==> src/rtl/alarm_annunciator.sv <==
`default_nettype none
// ============================================================================
// Module      : alarm_annunciator
// Description : Alarm annunciator. Drives a cadenced buzzer tone and a lamp
//               while the alarm FSM raises alert_req, debounces the
//               acknowledge and snooze buttons, and returns a one-cycle
//               ack_pulse when the user acknowledges.
// Revision    : 1.0 - initial release
// ============================================================================
module alarm_annunciator #(
    parameter int TONE_DIV   = 2,
    parameter int BEEP_ON    = 8,
    parameter int BEEP_OFF   = 8,
    parameter int MAX_BEEPS  = 15,
    parameter int SNOOZE_LEN = 32,
    parameter int DEBOUNCE   = 4
) (
    input  logic       clk,
    input  logic       rst_n,
    input  logic       alert_req,
    input  logic       ack_n,
    input  logic       snooze_n,
    output logic       buzzer,
    output logic       led,
    output logic       ack_pulse,
    output logic       escalated,
    output logic [1:0] state,
    output logic [7:0] beep_count
);

    typedef enum logic [1:0] {
        IDLE     = 2'd0,
        SOUNDING = 2'd1,
        SNOOZE   = 2'd2,
        ACKED    = 2'd3
    } state_t;

    localparam int DB_W   = $clog2(DEBOUNCE + 1);
    localparam int PH_MAX = (BEEP_ON > BEEP_OFF) ? BEEP_ON : BEEP_OFF;
    localparam int PH_W   = $clog2(PH_MAX + 1);
    localparam int TD_W   = $clog2(TONE_DIV + 1);
    // At least 4 bits so bit 3 can drive the snooze blink.
    localparam int SN_W   = (SNOOZE_LEN > 16) ? $clog2(SNOOZE_LEN) : 4;

    // ------------------------------------------------------------------
    // Button conditioning. Index 0 = acknowledge, index 1 = snooze.
    // ------------------------------------------------------------------
    logic [1:0] raw_btn;
    logic [1:0] press;
    logic [1:0] flush;

    assign raw_btn = {snooze_n, ack_n};

    // Marks when the synchronizers have shifted out their reset preset, so
    // a button held through reset is not mistaken for a fresh release.
    always_ff @(posedge clk) begin
        if (!rst_n) flush <= 2'b00;
        else        flush <= {flush[0], 1'b1};
    end

    generate
        for (genvar b = 0; b < 2; b++) begin : g_button
            logic            sync1;
            logic            sync2;
            logic            lock;
            logic            pulse;
            logic [DB_W-1:0] cnt;

            // Synchronize, then count stable-low samples; one pulse per press.
            // lock holds off counting until a real released sample is seen.
            always_ff @(posedge clk) begin
                if (!rst_n) begin
                    sync1 <= 1'b1;
                    sync2 <= 1'b1;
                    lock  <= 1'b1;
                    cnt   <= '0;
                    pulse <= 1'b0;
                end else begin
                    sync1 <= raw_btn[b];
                    sync2 <= sync1;
                    pulse <= 1'b0;
                    if (lock) begin
                        cnt <= '0;
                        if (flush[1] && sync2) lock <= 1'b0;
                    end else if (sync2) begin
                        cnt <= '0;
                    end else if (cnt != DB_W'(DEBOUNCE)) begin
                        cnt <= cnt + DB_W'(1);
                        if (cnt == DB_W'(DEBOUNCE - 1)) pulse <= 1'b1;
                    end
                end
            end

            assign press[b] = pulse;
        end
    endgenerate

    logic ack_press;
    logic snooze_press;
    assign ack_press    = press[0];
    assign snooze_press = press[1];

    // ------------------------------------------------------------------
    // Main FSM with cadence, tone and snooze counters.
    // ------------------------------------------------------------------
    state_t          st, st_d;
    logic            phase_on, phase_on_d;
    logic            tone, tone_d;
    logic            ack_fresh, ack_fresh_d;
    logic [PH_W-1:0] ph_cnt, ph_cnt_d;
    logic [TD_W-1:0] td_cnt, td_cnt_d;
    logic [SN_W-1:0] sn_cnt, sn_cnt_d;
    logic [7:0]      beeps, beeps_d;

    // State and counter registers.
    always_ff @(posedge clk) begin
        if (!rst_n) begin
            st        <= IDLE;
            phase_on  <= 1'b0;
            tone      <= 1'b0;
            ack_fresh <= 1'b0;
            ph_cnt    <= '0;
            td_cnt    <= '0;
            sn_cnt    <= '0;
            beeps     <= '0;
        end else begin
            st        <= st_d;
            phase_on  <= phase_on_d;
            tone      <= tone_d;
            ack_fresh <= ack_fresh_d;
            ph_cnt    <= ph_cnt_d;
            td_cnt    <= td_cnt_d;
            sn_cnt    <= sn_cnt_d;
            beeps     <= beeps_d;
        end
    end

    // Next-state, cadence and tone sequencing.
    always_comb begin
        st_d        = st;
        phase_on_d  = phase_on;
        tone_d      = tone;
        ack_fresh_d = 1'b0;
        ph_cnt_d    = ph_cnt;
        td_cnt_d    = td_cnt;
        sn_cnt_d    = sn_cnt;
        beeps_d     = beeps;

        case (st)
            IDLE: begin
                if (alert_req) begin
                    st_d       = SOUNDING;
                    phase_on_d = 1'b1;
                    ph_cnt_d   = '0;
                    td_cnt_d   = '0;
                    tone_d     = 1'b1;
                end
            end
            SOUNDING: begin
                if (!alert_req) begin
                    st_d    = IDLE;
                    beeps_d = '0;
                end else if (ack_press) begin
                    st_d        = ACKED;
                    beeps_d     = '0;
                    ack_fresh_d = 1'b1;
                end else if (snooze_press) begin
                    st_d     = SNOOZE;
                    sn_cnt_d = '0;
                end else if (phase_on) begin
                    if (td_cnt == TD_W'(TONE_DIV - 1)) begin
                        td_cnt_d = '0;
                        tone_d   = ~tone;
                    end else begin
                        td_cnt_d = td_cnt + TD_W'(1);
                    end
                    if (ph_cnt == PH_W'(BEEP_ON - 1)) begin
                        ph_cnt_d = '0;
                        if (beeps != 8'(MAX_BEEPS)) beeps_d = beeps + 8'd1;
                        // Once escalated the ON phase simply keeps running.
                        if (beeps_d != 8'(MAX_BEEPS)) phase_on_d = 1'b0;
                    end else begin
                        ph_cnt_d = ph_cnt + PH_W'(1);
                    end
                end else begin
                    if (ph_cnt == PH_W'(BEEP_OFF - 1)) begin
                        phase_on_d = 1'b1;
                        ph_cnt_d   = '0;
                        td_cnt_d   = '0;
                        tone_d     = 1'b1;
                    end else begin
                        ph_cnt_d = ph_cnt + PH_W'(1);
                    end
                end
            end
            SNOOZE: begin
                if (!alert_req) begin
                    st_d    = IDLE;
                    beeps_d = '0;
                end else if (ack_press) begin
                    st_d        = ACKED;
                    beeps_d     = '0;
                    ack_fresh_d = 1'b1;
                end else if (sn_cnt == SN_W'(SNOOZE_LEN - 1)) begin
                    st_d       = SOUNDING;
                    phase_on_d = 1'b1;
                    ph_cnt_d   = '0;
                    td_cnt_d   = '0;
                    tone_d     = 1'b1;
                end else begin
                    sn_cnt_d = sn_cnt + SN_W'(1);
                end
            end
            ACKED: begin
                if (!alert_req) begin
                    st_d    = IDLE;
                    beeps_d = '0;
                end
            end
            default: st_d = IDLE;
        endcase
    end

    assign buzzer     = (st == SOUNDING) && phase_on && tone;
    assign led        = (st == SOUNDING) || ((st == SNOOZE) && sn_cnt[3]);
    assign ack_pulse  = (st == ACKED) && ack_fresh;
    assign escalated  = (beeps == 8'(MAX_BEEPS));
    assign state      = st;
    assign beep_count = beeps;

endmodule
`default_nettype wire

==> config.mk <==
export PLATFORM = sky130hd
export DESIGN_NAME = alarm_annunciator
export DESIGN_NICKNAME = d
export VERILOG_FILES = /design/src/rtl/alarm_annunciator.sv
export SDC_FILE = /design/constraint.sdc
export NUM_CORES = 1
export LEC_CHECK = 0
export BUFFER_PORTS_ARGS = -buffer_cell sky130_fd_sc_hd__buf_2
export CORE_ASPECT_RATIO = 1.5
export CORE_MARGIN = 10
export CORE_UTILIZATION = 35
export CTS_BUF_LIST = sky130_fd_sc_hd__clkbuf_8
export CTS_CLUSTER_DIAMETER = 100
export DETAILED_ROUTE_END_ITERATION = 16
export PLACE_DENSITY = 0.56
export SYNTH_ARGS = -nofsm -noshare
export SYNTH_HDL_FRONTEND = slang
export SYNTH_SLANG_ARGS = --single-unit
export TNS_END_PERCENT = 100
==> constraint.sdc <==
create_clock -name clk -period 5.6 [get_ports clk]
set_input_delay 1.68 -clock clk [delete_from_list [all_inputs] [get_ports clk]]
set_output_delay 1.68 -clock clk [all_outputs]
set_load 0.05 [all_outputs]
== Word-level counts from Yosys, hierarchy flattened ==
Cells that the tools add are included.
Widths: inputs -> output; s select.

* Logic and storage cells: 163
* Input bits: 5
* Flip-flop bits (word level): 40

* Eq/ne operators: 31
* Add/subtract/negate cells: 6
* Multiplexer cells: 79
* Bitwise logic cells: 4
* Reduce and logical (&&, ||, !) cells: 23

{| class="wikitable"
|+ Operator list
! cell !! count
|-
| $mux 8 || 15
|-
| $mux 2 || 18
|-
| $mux 4 || 8
|-
| $mux 5 || 6
|-
| $mux 1 || 25
|-
| $pmux 8 s3 || 1
|-
| $ne 2x2->1 const B || 10
|-
| $ne 4x4->1 const B || 5
|-
| $ne 8x4->1 const B || 2
|-
| $ne 3x3->1 const B || 5
|-
| $pmux 4 s3 || 1
|-
| $pmux 5 s2 || 1
|-
| $reduce_and 10->1 || 1
|-
| $reduce_and 9->1 || 1
|-
| $add 8x1->8 const B || 1
|-
| $eq 8x4->1 const B || 1
|-
| $pmux 2 s4 || 1
|-
| $reduce_and 8->1 || 1
|-
| $reduce_or 4->1 || 2
|-
| $reduce_and 7->1 || 1
|-
| $add 3x1->3 const B || 2
|-
| $eq 3x2->1 const B || 2
|-
| $logic_and 1x1->1 || 6
|-
| $pmux 1 s3 || 2
|-
| other kinds (18) || 25
|}

== Depth between registers and ports, before layout ==
Gate-level depths: netlist of the first run.

* Depth after elaboration: 16
* Gate-level depth with buffers: 9

== Worst setup path after synthesis of the first run ==
No wires, ideal clock.

* Path type: reg-to-output
* Start point: register st[0], in the netlist state[0]
* End point: output buzzer
* Cell stages (with the launch flop): 4
* Data arrival time: 1.695 ns
* Setup slack: 2.225 ns
* Path buffers: 1
* Path through: dfxtp_1 -> ha_1 -> clkbuf_1 -> and3_2

* Cells in the longest elaborated chain, start to end: 3

{| class="wikitable"
|+ RTL lines
! what !! RTL line !! RTL
|-
| from (decl) || 106 || <nowiki>state_t st, st_d;</nowiki>
|-
| from (signal assigned) || 127 || <nowiki>st <= st_d;</nowiki>
|-
| $eq 2x1->1 || 224 || <nowiki>assign buzzer = (st == SOUNDING) && phase_on && tone;</nowiki>
|-
| $logic_and 1x1->1 (2 in series) || 224 ||
|-
| to (decl) || 23 || <nowiki>output logic buzzer,</nowiki>
|}

No other way between the ends.

== Worst setup path in the final report of the first run ==
* Start point: register beeps[0], in the netlist beep_count[0]
* End point: output escalated

* Cells in the longest elaborated chain, start to end: 1

{| class="wikitable"
|+ RTL lines
! what !! RTL line !! RTL
|-
| from (decl) || 113 || <nowiki>logic [7:0] beeps, beeps_d;</nowiki>
|-
| from (signal assigned) || 134 || <nowiki>beeps <= beeps_d;</nowiki>
|-
| $eq 8x4->1 || 227 || <nowiki>assign escalated = (beeps == 8'(MAX_BEEPS));</nowiki>
|-
| to (decl) || 26 || <nowiki>output logic escalated,</nowiki>
|}

No other way between the ends.

==> results of run 1 <==
[per-stage QoR]
stage,hold slack (ns),instances
after floorplan,0.386,246
after global placement,0.391,325
after detailed placement,0.397,325
after CTS,0.417,333
after global routing,0.434,333
final,0.411,333
[worst max-delay path: cells and delay by family (launching register included)]
family	cells	cell delay [ns]
and+or+nand+nor	2	0.41
adders and majority gates	1	0.36
DFF	1	0.47
buffers and inverters	2	0.42
[layout make-up]
cell class | instances | area share (%)
flip-flops and latches | 40 | 34.2
well taps | 72 | 3.84
clock buffers | 5 | 2.94
clock inverters | 3 | 1.82
inverters | 11 | 1.76
multi-input cells | 184 | 51.6
repair buffers | 18 | 3.84
[state kept, by name, summed over array words and instances, names as in the netlist]
signal	count
ph_cnt	4
td_cnt	2
beep_count	8
g_button.pulse	1
g_button.sync2	2
g_button.sync1	2
ack_press	1
flush	2
phase_on	1
state	2
tone	1
ack_fresh	1
sn_cnt	5
g_button.cnt	6
g_button.lock	2
[worst max-delay path by stage]
stage / slack (ns) / depth (start not counted) / endpoint / start
after floorplan: 2.23 / 3 / buzzer / state[0]$_SDFFE_PN0P_
after global placement: 2.30 / 6 / sn_cnt[3]$_SDFFE_PN0P_ / alert_req
final: 1.97 / 5 / escalated / beep_count[0]$_SDFFE_PN0P_
after global routing: 1.87 / 5 / escalated / beep_count[0]$_SDFFE_PN0P_
after CTS: 1.99 / 5 / escalated / beep_count[0]$_SDFFE_PN0P_
after detailed placement: 2.28 / 6 / sn_cnt[3]$_SDFFE_PN0P_ / alert_req
[cell usage after synthesis, types with 3 or more instances]
cell / instances
dfxtp_1: 40
ha_1: 15
nand2b_1: 11
inv_1: 10
nor3_1: 4
nand3_1: 10
a21oi_1: 27
nor2_1: 19
and3_1: 3
or3_1: 5
o21ai_1: 6
buf_4: 3
or4_1: 3
xnor2_1: 4
clkbuf_1: 5
a211oi_1: 5
o21ai_0: 3
nand2_1: 27
xor2_1: 3
[metal layers]
metal | vias up | wire length (um) | track usage (%) | part of all wire [%]
li1 | 897 | - | - | -
met1 | 793 | 2000 | 10.5 | 46
met2 | 40 | 2090 | 16.4 | 48
met3 | 5 | 214 | 2.76 | 4.9
met4 | 0 | 58 | 3.70 | 1.3
met5 | - | 0 | 0 | 0
[kinds of logic after synthesis]
| family | after synthesis | share of synthesized area, % |
|---|---|---|
| flip-flops | 40 | 37.9 |
| buffers and inverters | 22 | 4.80 |
| AO/OA/AOI/OAI | 56 | 17.3 |
| XOR/XNOR | 7 | 2.90 |
| adder cells (fa/ha/maj) | 15 | 8.89 |
| AND/OR/NAND/NOR | 106 | 28.2 |
[power by group]
part           internal, mW  total [mW]  switching, mW
logic                0.0380       0.113         0.0745
clock network         0.132       0.239          0.107
registers             0.296       0.306         0.0107
==> out/metrics.csv, run 1 <==
stage,metric,value,unit
layout,area grow syn2layout,11.0,%
clock_tree,CTS tree,done,
clock_tree,setup bufs post-CTS,0,
yosys,"EDFF count, synth",0,
sta,final worst-path cycle share,64.9,%
yosys,Yosys top cell by area,dfxtp_1,
yosys,"Avg Cell Area, Syn",8.59,sq um
sta,Layout Skew,0.00699,ns
layout,Filler cells,583,
yosys,ys async rst share,0,%
floorplanning,initial core utilization,36.2,%
layout,register area,801,sq um
clock_tree,H-tree depth,2,
sta,post-route minimum period,3.63,ns
clock_tree,Max clock buf depth,2,
sta,worst-margin pin slew,0.919,ns
clock_tree,# clock sinks,40,
yosys,post-synth top area share,37.9,%
global_routing,largest net degree at the start of global routing,22,
sta,final hold violation count,0,
placement,Setup WS pre-CTS,2.28,ns
setup_path,max incr delay on CP,0.47,ns
detailed_routing,vias per cell,5.21,
sta,Final setup violation count,0,
floorplanning,io pins,19,
setup_path,CP cell instances,"ha_1, and4b_1, nand2_1, inv_2, buf_2",
sta,Max-slew headroom,37.9,%
flow_run,MaxCap Viol Count,0,
clock_tree,"CTS clk-pin slew, worst paths",0.09,ns
placement,Area after DPL,2230,sq um
setup_path,crit path DAT,1.95,ns
detailed_routing,Post-Route WL,4370,um
sta,unrepaired setup endpoints after global routing,false,
layout,"commonest non-fill, non-tap cell in the layout",dfxtp_1,
floorplanning,die area,9610,sq um
yosys,synthesized cell area,2110,sq um
min_path,Worst Hold Depth,1,
detailed_routing,antenna-violating nets left,0,
yosys,Yosys warning count,0,
placement,gpl congestion,0.809,
yosys,Synth cell types,53,
sta,Final Slew Violations,0,
power,total power,0.658,mW
clock_tree,Worst-Skew Late Latency,0.29,ns
floorplanning,CORE AREA,5830,sq um
min_path,hold endpoint,g_button[1].sync2$_SDFF_PN1_,
clock_tree,post-CTS sizing,0,
sta,Max Freq,275,MHz
yosys,Post-Syn Instances,246,
clock_tree,"Hold-fix buffers, CTS",0,
layout,antenna fix cells,0,
power,Power Density,281,nW/um^2
outcome,outcome,"finished, final reports clean",
floorplanning,Die Y,115,um
clock_tree,Root Buffer,clkbuf_8,
layout,fin util,40.2,%
power,Worst VDD drop,157,uV
detailed_routing,Via Count,1735,
layout,design area,2340,sq um
layout,share of layout cells above drive strength 1,13.8,%
detailed_routing,drt wl/cell,13.1,um
yosys,most area-consuming cells after synthesis,"dfxtp_1, ha_1, a21oi_1",
yosys,syn nets,266,
layout,multi-input logic area,1210,sq um
setup_path,Worst setup SP type,register,
setup_path,crit end category,primary output,
power,P_leak,0.916,nW
setup_path,WP data required,3.92,ns
yosys,#FFs+latches synth,40,
setup_path,Worst R2R End,sn_cnt[3]$_SDFFE_PN0P_,
setup_path,r2r setup slk,3.07,ns
placement,port bufs,18,
setup_path,Worst Path Max Fanout,9,
global_routing,initial antenna violation count,0,
floorplanning,die width,83.4,um
setup_path,worst setup path category,register to primary output,
global_routing,first-pass GRT wire length,7710,um
layout,most frequent cells in the layout,"dfxtp_1, nand2_1, a21oi_1, nor2_1, buf_2",
sta,post-route setup TNS,0,ns
placement,HPWL after detailed placement,3160,um
layout,nets,280,
global_routing,global route overflow,0,
min_path,Hold Path Origin,g_button[1].sync1$_SDFF_PN1_,
min_path,Hold WC Path Type,register to register,
setup_path,Register-to-Register Path Depth,7,
detailed_routing,DRC Markers,0,
global_routing,vias in the first global route,1717,
yosys,"Top FF cell, synth",dfxtp_1,
floorplanning,# rows,34,
detailed_routing,Iter 0 DRT Violations,131,
global_routing,total track usage,9.40,%
yosys,"Seq/Total Area, Yosys",37.9,%
sta,final setup margin,1.97,ns
detailed_routing,TritonRoute pass-1 iters,4,
setup_path,slowest CP cell,dfxtp_1,
setup_path,r2r startpoint,state[1]$_SDFFE_PN0P_,
clock_tree,cts bufs inserted,5,
(Power assumes the default switching activity.)
==> run 2, diff against run 1 <==
==> constraint.sdc (replaced) <==
create_clock -name clk -period 3.5 [get_ports clk]
set_input_delay 1.05 -clock clk [delete_from_list [all_inputs] [get_ports clk]]
set_output_delay 1.05 -clock clk [all_outputs]
set_load 0.05 [all_outputs]
==> out/metrics.csv, run 2 (same netlist as run 1, synthesis figures left out) <==
stage,metric,value,unit,change
outcome,outcome,"finished, final reports clean",,unchanged
clock_tree,Max clock buf depth,2,,unchanged
floorplanning,Die Y,115,um,unchanged
placement,gpl congestion,0.810,,was 0.809
layout,Filler cells,622,,was 583
power,Cell Int Power,0.749,mW,was 0.465 mW
setup_path,Worst setup SP type,register,,unchanged
layout,share of layout cells above drive strength 1,14.4,%,was 13.8%
power,Switching Fraction,29.0,%,was 29.2%
clock_tree,CTS tree,done,,unchanged
floorplanning,die width,83.4,um,unchanged
power,total power,1.05,mW,was 0.658 mW
sta,worst-margin pin slew,0.677,ns,was 0.919 ns
clock_tree,Root Buffer,clkbuf_8,,unchanged
clock_tree,# clock sinks,40,,unchanged
power,switching power,0.305,mW,was 0.192 mW
clock_tree,setup bufs post-CTS,0,,unchanged
global_routing,first-pass GRT wire length,7770,um,was 7710 um
setup_path,worst setup path category,register to primary output,,unchanged
layout,nets,282,,was 280
layout,register area,801,sq um,unchanged
layout,area grow syn2layout,11.7,%,was 11.0%
clock_tree,H-tree depth,2,,unchanged
min_path,Hold WC Path Type,register to register,,unchanged
global_routing,largest net degree at the start of global routing,22,,unchanged
sta,Final setup violation count,0,,unchanged
setup_path,Worst Setup SP,beep_count[0]$_SDFFE_PN0P_,,unchanged
clock_tree,Worst-Skew Late Latency,0.30,ns,was 0.29 ns
sta,final worst-path cycle share,84.1,%,
floorplanning,initial core utilization,36.2,%,unchanged
sta,Final Slew Violations,0,,unchanged
power,sequential share of power,46.5,%,was 46.6%
floorplanning,# rows,34,,unchanged
floorplanning,CORE AREA,5830,sq um,unchanged
floorplanning,io pins,19,,unchanged
sta,final hold violation count,0,,unchanged
detailed_routing,TritonRoute pass-1 iters,4,,unchanged
layout,max reg flops,8,,unchanged
sta,unrepaired setup endpoints after global routing,false,,unchanged
layout,antenna fix cells,0,,unchanged
placement,port bufs,18,,unchanged
setup_path,r2r startpoint,state[0]$_SDFFE_PN0P_,,was state[1]$_SDFFE_PN0P_
detailed_routing,Via Count,1716,,was 1735
layout,most frequent cells in the layout,"dfxtp_1, nand2_1, a21oi_1, nor2_1, buf_2",,unchanged
placement,Setup WS pre-CTS,0.857,ns,was 2.28 ns
detailed_routing,drt wl/cell,12.9,um,was 13.1 um
clock_tree,"Hold-fix buffers, CTS",0,,unchanged
sta,Max Freq,340,MHz,
floorplanning,die area,9610,sq um,unchanged
detailed_routing,Iter 0 DRT Violations,101,,was 131
placement,HPWL after detailed placement,3180,um,was 3160 um
detailed_routing,antenna-violating nets left,0,,unchanged
layout,multi-input logic area,1210,sq um,unchanged
setup_path,crit path DAT,1.90,ns,was 1.95 ns
flow_run,MaxCap Viol Count,0,,unchanged
sta,post-route minimum period,2.95,ns,
clock_tree,cts bufs inserted,5,,unchanged
setup_path,WP data required,2.45,ns,was 3.92 ns
detailed_routing,Post-Route WL,4310,um,was 4370 um
layout,"commonest non-fill, non-tap cell in the layout",dfxtp_1,,unchanged
min_path,Hold Path Origin,g_button[1].sync1$_SDFF_PN1_,,unchanged
setup_path,Worst Path Max Fanout,9,,unchanged
power,Worst VDD drop,284,uV,was 157 uV
setup_path,crit end category,primary output,,unchanged
global_routing,initial antenna violation count,0,,unchanged
global_routing,global route overflow,0,,unchanged
sta,Layout Skew,0.00838,ns,was 0.00699 ns
detailed_routing,DRC Markers,0,,unchanged
detailed_routing,vias per cell,5.12,,was 5.21
global_routing,vias in the first global route,1719,,was 1717
power,Power Density,447,nW/um^2,was 281 nW/um^2
sta,final setup margin,0.555,ns,was 1.97 ns
sta,Max-slew headroom,54.8,%,was 37.9%
sta,post-route setup TNS,0,ns,unchanged
power,Logic pwr share,17.5,%,was 17.1%
clock_tree,"CTS clk-pin slew, worst paths",0.08,ns,was 0.09 ns
clock_tree,post-CTS sizing,0,,unchanged
power,share of total power in the clock network,36.0,%,was 36.3%
global_routing,total track usage,9.40,%,about the same
power,P_leak,0.926,nW,was 0.916 nW
## run 2: cell count changes in the layout (fill, tap and decap cells not counted), sizes merged
cell	change
buf	+2
## run 2: metrics by stage
| step | instances | area [sq um] | hold WS [ns] | utilization, % |
|---|---|---|---|---|
| 6_report | 335 | 2360 | 0.412 | 40.5 |
| 5_1_grt | 335 | 2360 | 0.425 | 40.5 |
| 4_1_cts | 335 | 2360 | 0.418 | 40.5 |
| 3_5_place_dp | 327 | 2250 | 0.398 | 38.6 |
| 3_3_place_gp | 327 | 2250 | 0.392 | 38.6 |
| 2_1_floorplan | 246 | 2110 | 0.386 | - |
## run 2: layer usage
layer	up-vias	global-route usage [%]	routed length (um)
met5	-	0	0
met3	6	2.62	161
li1	896	-	-
met2	23	16.7	2120
met4	0	4.26	74
met1	791	10.2	1950
## run 2: final timing paths
kind                                       end  slack (ns)  depth (start not counted)
setup / recovery                     escalated        0.55                          5
hold / removal    g_button[1].sync2$_SDFF_PN1_        0.41                          1
setup reg to reg    beep_count[5]$_SDFFE_PN0P_        1.07                          7
hold reg to reg   g_button[1].sync2$_SDFF_PN1_        0.41                          1
## run 2: final cells by class
type                       count  area share (%)
clock buffer                   5            2.92
sequential                    40            34.0
clock inverter                 3            1.80
timing repair buffer          20            4.46
inverter                      11            1.75
tap                           72            3.82
multi-input combinational    184            51.3
## run 2: critical path, stage by stage (launching register included)
cell and delay (ns):
dfxtp_1 0.46, ha_1 0.33, and4b_1 0.25, nand2_1 0.14, inv_2 0.13, buf_2 0.28
## run 2: power by group through the flow
stage	Clock, mW	Sequential (mW)	Combinational, mW
4_1_cts	0.393	0.490	0.188
6_report	0.379	0.490	0.185
3_3_place_gp	0	0.500	0.186
3_5_place_dp	0	0.500	0.187
5_1_grt	0.409	0.493	0.208
2_1_floorplan	0	0.512	0.134
==> run 3, diff against run 2 <==
--- a/config.mk
+++ b/config.mk
@@ -12,7 +12,7 @@
 export CTS_BUF_LIST = sky130_fd_sc_hd__clkbuf_8
 export CTS_CLUSTER_DIAMETER = 100
 export DETAILED_ROUTE_END_ITERATION = 16
-export PLACE_DENSITY = 0.56
+export PLACE_DENSITY = 0.58
 export SYNTH_ARGS = -nofsm -noshare
 export SYNTH_HDL_FRONTEND = slang
 export SYNTH_SLANG_ARGS = --single-unit
==> constraint.sdc (replaced) <==
create_clock -name clk -period 2.4 [get_ports clk]
set_input_delay 0.72 -clock clk [delete_from_list [all_inputs] [get_ports clk]]
set_output_delay 0.72 -clock clk [all_outputs]
set_load 0.05 [all_outputs]
==> out/metrics.csv, run 3 (same netlist as run 1, synthesis figures left out) <==
stage,metric,value,unit,change
outcome,outcome,"finished, final reports clean",,unchanged
setup_path,Worst Path Max Fanout,7,,was 9
layout,antenna fix cells,0,,unchanged
sta,Max Freq,440,MHz,
power,switching power,0.441,mW,was 0.305 mW
layout,area grow syn2layout,15.3,%,was 11.7%
floorplanning,Die Y,115,um,unchanged
power,share of total power in the clock network,31.7,%,was 36.0%
setup_path,worst setup path category,register to primary output,,unchanged
flow_run,MaxCap Viol Count,0,,unchanged
layout,Filler cells,586,,was 622
setup_path,crit end category,primary output,,unchanged
detailed_routing,TritonRoute pass-1 iters,4,,unchanged
sta,post-route setup TNS,0,ns,unchanged
floorplanning,die area,9610,sq um,unchanged
clock_tree,# clock sinks,40,,unchanged
power,Logic pwr share,19.9,%,was 17.5%
clock_tree,H-tree depth,2,,unchanged
detailed_routing,Post-Route WL,4470,um,was 4310 um
global_routing,global route overflow,0,,unchanged
clock_tree,Worst-Skew Late Latency,0.29,ns,was 0.30 ns
floorplanning,initial core utilization,36.2,%,unchanged
clock_tree,"Hold-fix buffers, CTS",0,,unchanged
detailed_routing,DRC Markers,0,,unchanged
clock_tree,Max clock buf depth,2,,unchanged
layout,nets,293,,was 282
layout,most frequent cells in the layout,"dfxtp_1, nand2_1, a21oi_1, nor2_1, buf_2",,unchanged
clock_tree,CTS tree,done,,unchanged
setup_path,Worst setup SP type,register,,unchanged
detailed_routing,drt wl/cell,12.9,um,about the same
sta,Final Slew Violations,0,,unchanged
power,Power Density,605,nW/um^2,was 447 nW/um^2
sta,Max-slew headroom,57.3,%,was 54.8%
global_routing,vias in the first global route,1747,,was 1719
power,Cell Int Power,1.03,mW,was 0.749 mW
global_routing,initial antenna violation count,0,,unchanged
detailed_routing,vias per cell,5.18,,was 5.12
global_routing,total track usage,9.67,%,was 9.40%
power,Switching Fraction,29.9,%,was 29.0%
sta,final worst-path cycle share,94.6,%,
sta,final hold violation count,0,,unchanged
sta,Layout Skew,0.00946,ns,was 0.00838 ns
clock_tree,cts bufs inserted,5,,unchanged
layout,share of layout cells above drive strength 1,18.6,%,was 14.4%
power,Worst VDD drop,349,uV,was 284 uV
floorplanning,io pins,19,,unchanged
floorplanning,die width,83.4,um,unchanged
clock_tree,"CTS clk-pin slew, worst paths",0.08,ns,about the same
global_routing,largest net degree at the start of global routing,13,,was 22
placement,gpl congestion,0.803,,was 0.810
detailed_routing,Iter 0 DRT Violations,168,,was 101
detailed_routing,Via Count,1794,,was 1716
layout,"commonest non-fill, non-tap cell in the layout",dfxtp_1,,unchanged
sta,unrepaired setup endpoints after global routing,false,,unchanged
setup_path,crit path DAT,1.55,ns,was 1.90 ns
min_path,Hold WC Path Type,register to register,,unchanged
power,sequential share of power,48.4,%,was 46.5%
placement,HPWL after detailed placement,3410,um,was 3180 um
power,P_leak,0.978,nW,was 0.926 nW
placement,port bufs,18,,unchanged
clock_tree,Root Buffer,clkbuf_8,,unchanged
layout,max reg flops,8,,unchanged
floorplanning,# rows,34,,unchanged
global_routing,first-pass GRT wire length,7980,um,was 7770 um
setup_path,WP data required,1.68,ns,was 2.45 ns
sta,worst-margin pin slew,0.633,ns,was 0.677 ns
detailed_routing,antenna-violating nets left,0,,unchanged
floorplanning,CORE AREA,5830,sq um,unchanged
sta,post-route minimum period,2.27,ns,
power,total power,1.47,mW,was 1.05 mW
sta,Final setup violation count,0,,unchanged
## run 3: cell types whose count changed in the layout (fill, tap and decap cells not counted)
cell / change
clkinv_2: -1
buf_6: +1
inv_1: +1
buf_2: -1
buf_4: +11
ha_1: -1
dfxtp_1: -2
clkbuf_8: +1
ha_2: +1
dfxtp_2: +2
bufinv_16: -1
## run 3: power by group through the flow
stage / clock network [mW] / logic [mW] / registers [mW]
2_1_floorplan: 0 / 0.195 / 0.748
3_3_place_gp: 0 / 0.292 / 0.727
3_5_place_dp: 0 / 0.293 / 0.728
4_1_cts: 0.484 / 0.294 / 0.713
5_1_grt: 0.500 / 0.330 / 0.717
6_report: 0.466 / 0.293 / 0.713
## run 3: layout make-up
cell class / instances / area (sq um) / share of cell area (%)
multi-input combinational: 184 / 1210 / 49.8
sequential: 40 / 803 / 33.0
timing repair buffer: 31 / 194 / 7.97
tap: 72 / 90.1 / 3.70
clock buffer: 6 / 82.6 / 3.39
inverter: 11 / 41.3 / 1.70
clock inverter: 2 / 11.3 / 0.462
## run 3: routing by layer
metal	global-route usage [%]	part of all wire (%)
met1	11.1	46
met2	16.8	49
met3	2.34	3.3
met4	4.14	1.7
met5	0	0
## run 3: repair_timing
item                                    in CTS  in global routing
buffers inserted                             0                  0
endpoints found under the setup margin       1                  2
gates resized for setup                      1                  3
## run 3: final timing paths
kind,from,endpoint,slack [ns],cells after the start
max,beep_count[1]$_SDFFE_PN0P_,escalated,0.13,5
min,g_button[1].sync1$_SDFF_PN1_,g_button[1].sync2$_SDFF_PN1_,0.41,1
max reg2reg,state[0]$_SDFFE_PN0P_,beep_count[5]$_SDFFE_PN0P_,0.27,7
min reg2reg,g_button[1].sync1$_SDFF_PN1_,g_button[1].sync2$_SDFF_PN1_,0.41,1
## run 3: critical path, cell delays in order, from the launching register on
cell     delay, ns
dfxtp_2       0.39
ha_1          0.19
and4b_1       0.21
nand2_1       0.14
inv_2         0.15
buf_6         0.17
## run 3: through the flow
stage | cell area [sq um] | hold slack (ns) | util, % | setup slack [ns] | instances
final | 2430 | 0.413 | 41.8 | 0.129 | 346
after global routing | 2430 | 0.425 | 41.8 | 0.0301 | 346
after global placement | 2330 | 0.390 | 40.0 | 0.211 | 338
after floorplan | 2110 | 0.386 | - | 0.0187 | 246
after CTS | 2430 | 0.417 | 41.6 | 0.00169 | 346
after detailed placement | 2330 | 0.398 | 40.0 | 0.169 | 338
